[config.mk]
export PLATFORM = sky130hd
export DESIGN_NAME = mem_access_unit
export DESIGN_NICKNAME = d
export VERILOG_FILES = /design/src/rtl/mem_access_unit.sv
export SDC_FILE = /design/constraint.sdc
export NUM_CORES = 1
export LEC_CHECK = 0
export ABC_AREA = 1
export CAP_MARGIN = 20
export CORE_MARGIN = 5
export CORE_UTILIZATION = 42
export CTS_CLUSTER_SIZE = 20
export DETAILED_ROUTE_END_ITERATION = 8
export PLACE_DENSITY = 0.9
export SYNTH_ARGS = -nofsm -noshare
export SYNTH_HDL_FRONTEND = slang
export SYNTH_SLANG_ARGS = --single-unit
[constraint.sdc]
create_clock -name clk -period 2.6 [get_ports clk]
set_clock_uncertainty 0.05 [all_clocks]
set_input_delay 0.39 -clock clk [delete_from_list [all_inputs] [get_ports clk]]
set_output_delay 0.39 -clock clk [all_outputs]
set_load 0.05 [all_outputs]
[src/rtl/mem_access_unit.sv]
// MEM-stage load/store to req/ack bus controller: lane placement, byte enables, load align/extend.
// Latency: result in the ack cycle; data_mem_wait high until ack; completed result held in DONE while the pipe is frozen.
module mem_access_unit #(
    parameter int ADDR_W = 32
) (
    input  logic              clk,
    input  logic              rst_n,
    input  logic              mem_read,
    input  logic              mem_write,
    input  logic [2:0]        funct3,
    input  logic [ADDR_W-1:0] addr,
    input  logic [31:0]       wdata,
    input  logic              pipe_advance,
    output logic              bus_req,
    output logic              bus_we,
    output logic [ADDR_W-1:0] bus_addr,
    output logic [3:0]        bus_be,
    output logic [31:0]       bus_wdata,
    input  logic              bus_ack,
    input  logic [31:0]       bus_rdata,
    output logic              data_mem_wait,
    output logic [31:0]       load_data,
    output logic              access_fault
);

    typedef enum logic [1:0] {IDLE, WAIT, DONE} state_t;

    state_t      state_q, state_d;
    logic [31:0] rdata_q, rdata_d;

    logic        access, is_load, misalign, bad_f3, fault, active, ack_ok;
    logic [31:0] shifted, ext;

    always_comb begin
        access   = mem_read | mem_write;
        is_load  = mem_read & ~mem_write;
        misalign = 1'b0;
        case (funct3[1:0])
            2'b01:   misalign = addr[0];
            2'b10:   misalign = (addr[1:0] != 2'b00);
            default: misalign = 1'b0;
        endcase
        bad_f3 = (funct3 inside {3'b011, 3'b110, 3'b111}) | (mem_write & funct3[2]);
        fault  = access & (misalign | bad_f3);
        // Gating with rst_n drops the request the instant reset asserts, even mid-WAIT.
        active = rst_n & access & ~fault;

        shifted = bus_rdata >> {addr[1:0], 3'b000};
        case (funct3)
            3'b000:  ext = {{24{shifted[7]}}, shifted[7:0]};
            3'b001:  ext = {{16{shifted[15]}}, shifted[15:0]};
            3'b100:  ext = {24'h0, shifted[7:0]};
            3'b101:  ext = {16'h0, shifted[15:0]};
            default: ext = shifted;
        endcase

        bus_req       = active & (state_q != DONE);
        bus_we        = mem_write;
        bus_addr      = {addr[ADDR_W-1:2], 2'b00};
        bus_be        = 4'b1111;
        bus_wdata     = wdata;
        if (mem_write) begin
            case (funct3[1:0])
                2'b00: begin
                    bus_be    = 4'b0001 << addr[1:0];
                    bus_wdata = {4{wdata[7:0]}};
                end
                2'b01: begin
                    bus_be    = 4'b0011 << {addr[1], 1'b0};
                    bus_wdata = {2{wdata[15:0]}};
                end
                default: ;
            endcase
        end
        ack_ok        = bus_req & bus_ack;
        data_mem_wait = active & ~bus_ack & (state_q != DONE);
        access_fault  = rst_n & fault;

        load_data = 32'h0;
        if (rst_n && !fault) begin
            if (state_q == DONE)
                load_data = rdata_q;
            else if (ack_ok && is_load)
                load_data = ext;
        end

        state_d = state_q;
        rdata_d = rdata_q;
        case (state_q)
            IDLE, WAIT: begin
                if (ack_ok) begin
                    rdata_d = is_load ? ext : 32'h0;
                    state_d = pipe_advance ? IDLE : DONE;
                end else if (bus_req) begin
                    state_d = WAIT;
                end else begin
                    state_d = IDLE;
                end
            end
            DONE: begin
                if (pipe_advance)
                    state_d = IDLE;
            end
            default: state_d = IDLE;
        endcase
    end

    always_ff @(posedge clk or negedge rst_n) begin
        if (!rst_n) begin
            state_q <= IDLE;
            rdata_q <= 32'h0;
        end else begin
            state_q <= state_d;
            rdata_q <= rdata_d;
        end
    end

endmodule
* Yosys cells after proc, flatten, opt, wreduce, memory -nomap -nowiden
Index checks and enable logic that the tools add are counted.
Operators by class: equal/unequal tests 12, mux-type cells 15, reduce and logical (&&, ||, !) cells 10, shift operators 3, bitwise gates (word level) 16
Operators with widths (count):
- two-way mux 32 bit | 5
- one-hot mux 32 bit (4 select lines) | 1
- one-hot mux 32 bit (2 select lines) | 1
- right shift 32 x 5 -> 32 bit | 1
- == test 3 bit, second input constant | 4
- AND 1 bit | 10
- one-hot mux 4 bit (2 select lines) | 1
- two-way mux 2 bit | 3
- == test 2 x 1 -> 1 bit, second input constant | 2
- == test 2 bit, second input constant | 2
- zero test 2 bit | 2
- two-way mux 4 bit | 1
- inequality test 2 bit, second input constant | 2
- one-hot mux 2 bit (2 select lines) | 1
- left shift 1 x 2 -> 4 bit, first input constant | 1
- left shift 2 x 2 -> 4 bit, first input constant | 1
- == test 3 x 1 -> 1 bit, second input constant | 1
- == test 3 x 2 -> 1 bit, second input constant | 1
- zero test 3 bit | 1
- inverter 1 bit | 3
- OR 1 bit | 3
- nonzero test 3 bit | 1
- logical AND 1 bit | 2
- one-hot mux 1 bit (2 select lines) | 1
- other kinds (5) | 5
Word-level totals: output and inout port bits 104, word-level logic and storage cells 58, input bits 105, register bits 34

* Logic depth before layout (Yosys ltp)
word-level depth 13, gate-level depth with buffers 13, depth with buffers taken out 12

* Worst setup path before layout
No wires, ideal clock.
kind input-to-output, start point input funct3[1], end point output bus_wdata[22], data required time 2.160 ns, path buffers 1, arrival 2.359 ns, slack -0.199 ns, cell stages on the path 7, cells stage by stage inv_1 -> ha_1 -> nor2_1 -> nor2_1 -> inv_1 -> buf_2 -> o21ai_0
Between the ends: longest elaborated chain between the ends 3, elaborated cells on any way between the ends 4, those cells by class eq/ne: 1; mux: 2; reduce/logical: 1
Ends and longest elaborated chain:
- start: declaration | RTL line 10 | input logic [2:0] funct3,
- == test 2 x 1 -> 1 bit or zero test 2 bit (tied branches) | RTL line 63 | case (funct3[1:0])
- one-hot mux 32 bit (2 select lines) (*) | RTL line 63
- two-way mux 32 bit (*) | RTL line 62 | if (mem_write) begin
- end: declaration | RTL line 18 | output logic [31:0] bus_wdata,
Mark *: on every way between the ends. The rest lies on a longest branch, timed or not.

* Worst setup path in the final report
start point input addr[0], end point output load_data[28]
Between the ends: longest elaborated chain between the ends 12, elaborated cells on any way between the ends 16, those cells by class shift: 1; mux: 5; bitwise: 6; reduce/logical: 4
Ends and longest elaborated chain:
- start: declaration | RTL line 11 | input logic [ADDR_W-1:0] addr,
- nonzero test 2 bit | RTL line 40 | 2'b10: misalign = (addr[1:0] != 2'b00);
- one-hot mux 1 bit (2 select lines) | RTL line 38 | case (funct3[1:0])
- OR 1 bit | RTL line 44 | fault = access & (misalign | bad_f3);
- AND 1 bit | RTL line 44
- inverter 1 bit | RTL line 46 | active = rst_n & access & ~fault;
- AND 1 bit | RTL line 46
- AND 1 bit | RTL line 57 | bus_req = active & (state_q != DONE);
- AND 1 bit | RTL line 75 | ack_ok = bus_req & bus_ack;
- logical AND 1 bit | RTL line 83 | else if (ack_ok && is_load)
- two-way mux 32 bit | RTL line 83
- two-way mux 32 bit | RTL line 81 | if (state_q == DONE)
- two-way mux 32 bit (*) | RTL line 80 | if (rst_n && !fault) begin
- end: declaration | RTL line 22 | output logic [31:0] load_data,
Marks and branches as above.

==> results.py <==
metrics = {
    "sta": {
        "period_needed_ns": 2.71,
        "hold_ws_ns": 0.245,
        "rsz0062_at_grt": "true",
        "maxSlewViolCount": 0,
        "fin_crit_sh": 1.04,
        "fin_ws_ns": -0.113,
        "finalSetupTns_ns": -0.920,
        "slew_headroom": 0.581,
        "setup_viol": 23,
        "max_freq_ghz": 0.369,
        "worstMarginPinSlew_ns": 0.626,
        "hold_viol": 0,
    },
    "cells_and_area": {
        "layout-drive-gt1-share": 0.394,
        "finalNetCount": 823,
        "diodes": 0,
        "final-instance-count-excl-fill": 820,
        "final_util": 0.832,
        "area_delta_synth_final_pct": 93.9,
        "final_area_um2": 6810,
    },
    "synth": {
        "yosys_warnings": 0,
        "yosysUniqueCellTypes": 33,
        "yosysSeqAreaShare": 0.242,
        "synth_area_um2": 3510,
        "ys_seq_elements": 34,
        "synthCells": 546,
        "synth.avg_cell_area_um2": 6.43,
    },
    "detailed_routing": {
        "drt-initial-drc-count": 922,
        "wirelength_um": 20800,
        "drc": 7,
        "vias": 5346,
        "dr.pass1.iters": 9,
        "wl_per_cell_um": 25.4,
        "vias_per_cell": 6.52,
        "ant_nets": 0,
    },
    "global_route": {
        "grt_max_degree": 36,
        "antenna_found_initial": 0,
        "grt_pass1_vias": 5453,
        "grt_overflow": 0,
        "grt_usage": 0.373,
        "grt_pass1_wl_um": 29800,
    },
    "worst_setup_path": {
        "path_cells": "dlygate4sd2_1 > buf_6 > buf_4 > nand2_1 > nand3_1 > nand3_1 > nand3_2 > buf_6 > nand2_1 > inv_2 > nand3_4 > a21oi_4 > buf_12",
        "end_kind": "output pin",
        "cp_slowest_cell": "dlygate4sd2_1",
        "crit_fanout": 8,
        "path_class": "in -> out",
        "reg2regPathDepth": 12,
        "required_ns": 2.16,
        "start_kind": "input port",
        "rr_startpoint": "state_q[1]",
        "reg2reg_to": "rdata_q[21]",
        "arrival_ns": 2.27,
        "slowest_delay_ns": 0.21,
        "r2r_slack_ns": 0.60,
    },
    "power_and_ir_drop": {
        "irDropWorstVdd_v": 0.000205,
        "p_leak_nw": 2.89,
        "power_density_nw_per_um2": 348,
        "fin_total_pwr_mw": 2.37,
    },
    "floorplanning": {
        "core_um2": 8180,
        "pin_count": 209,
        "die_area_um2": 10300,
        "rows": 33,
        "die_y_um": 101,
        "start_util": 0.429,
        "die_width_um": 101,
    },
    "clock_network": {
        "htree_levels": 2,
        "cts-root-buf": "clkbuf_8",
        "cts_tree": "built",
        "cts.sinks": 34,
        "clock_path_buffers": 2,
        "clkSlewWorstSetupHoldPaths_ns": 0.09,
        "numCtsBuffers": 5,
        "clock_latency_ns": 0.29,
    },
    "job": {
        "maxCapViolations": 0,
    },
    "place": {
        "dp.cells": 791,
        "dpl_cell_area_um2": 5910,
        "gp_congestion": 0.952,
        "place_ws_ns": -0.378,
        "hpwl_um": 11200,
        "io_buffers": 146,
    },
    "run_status": {
        "status": "finished with violations",
        "violations": "design-rule violations, negative setup slack",
    },
    "min_path": {
        "hold_path.class": "in -> async",
    },
}
flip-flops by register name, summed over array words and instances, names as in the netlist:
name and count:
rdata_q 32, state_q 2
cell type report:
class | instances | area, µm²
Clock buffer | 7 | 86.3
Sequential cell | 34 | 851
Tap cell | 105 | 131
Timing Repair Buffer | 236 | 2960
Multi-Input combinational cell | 388 | 2570
Fill cell | 389 | 1370
Inverter | 49 | 204
Clock inverter | 1 | 5.00
cell families (layout without fill, tap and decap cells):
group                      after synthesis  in the layout  share of synthesized area
and+or+nand+nor                        245            245                      0.333
adders and majority gates                4              4                     0.0143
AOI/OAI and AO/OA                      137            137                      0.209
other                                    1              2                    0.00107
DFF                                     34             34                      0.242
buffers and inverters                  125            293                      0.200
worst max-delay path by stage:
stage / cells after the start / slack [ns] / startpoint / to
global route: 13 / -0.16 / addr[0] / load_data[28]
CTS: 15 / 0.002 / addr[0] / load_data[15]
detailed placement: 14 / -0.38 / funct3[0] / load_data[8]
floorplan: 7 / -0.20 / funct3[1] / bus_wdata[22]
global placement: 14 / -0.27 / funct3[0] / load_data[31]
finish: 13 / -0.11 / addr[0] / load_data[28]
Yosys cell counts (all sizes together):
| cell type | count | area [µm²] |
|---|---|---|
| o22ai | 8 | 50.1 |
| nand3 | 47 | 360 |
| nor2 | 18 | 86.3 |
| ha | 4 | 50.1 |
| nand2 | 163 | 617 |
| dfrtp | 34 | 851 |
| and2 | 1 | 6.26 |
| a21oi | 40 | 219 |
| buf | 61 | 453 |
| o21ai | 81 | 405 |
| conb | 1 | 3.75 |
| o211ai | 7 | 52.6 |
| o31ai | 1 | 7.51 |
| inv | 49 | 191 |
| nand4 | 1 | 6.26 |
| nor3 | 1 | 5.00 |
| clkbuf | 15 | 57.6 |
| or2 | 14 | 87.6 |
metal layers:
layer | GRT usage | up-vias | part of all wire | wire [µm]
met2 | 0.601 | 629 | 0.45 | 9380
met5 | 0.0192 | - | 0 | 0
met3 | 0.131 | 267 | 0.13 | 2690
li1 | - | 2073 | - | -
met1 | 0.393 | 2377 | 0.31 | 6540
met4 | 0.300 | 0 | 0.11 | 2240
critical path: cells and delay by family:
family                 cells  cell delay (ns)
buffers and inverters      6             0.97
AOI/OAI and AO/OA          1             0.16
and+or+nand+nor            6             0.76
layout by cell type (no fill, tap or decap), types with 2 or more instances in the layout:
cell             count
dlymetal6s2s_1       2
buf_4               70
nand3_1              9
nand3_4             20
ha_4                 3
nand2_4              3
inv_1               35
dlygate4sd2_1        6
nand2_1            152
o211ai_1             7
a21oi_2              5
nor2_2               4
buf_12              72
nand2_2              8
clkbuf_8             6
inv_2               11
clkdlybuf4s50_1     71
o21ai_1             43
nand3_2             18
o22ai_1              8
or2_2               14
dfrtp_1             34
o21ai_0             38
a21oi_1              8
buf_6               12
conb_1               2
a21oi_4             27
nor2_1              12
what timing repair did:
| item | 4_1_cts | 5_1_grt |
|---|---|---|
| cloned | 4 | 2 |
| buffers inserted | 11 | 6 |
| resized for setup | 89 | 51 |
| pin swaps | 29 | 32 |
| hold buffers | 0 | 0 |
| setup endpoints to repair | 55 | 32 |
report_power, final:
| group | internal (mW) | switching, mW |
|---|---|---|
| Clock | 0.214 | 0.218 |
| Sequential | 0.590 | 0.0447 |
| Combinational | 0.533 | 0.765 |
(Power assumes the default switching activity.)
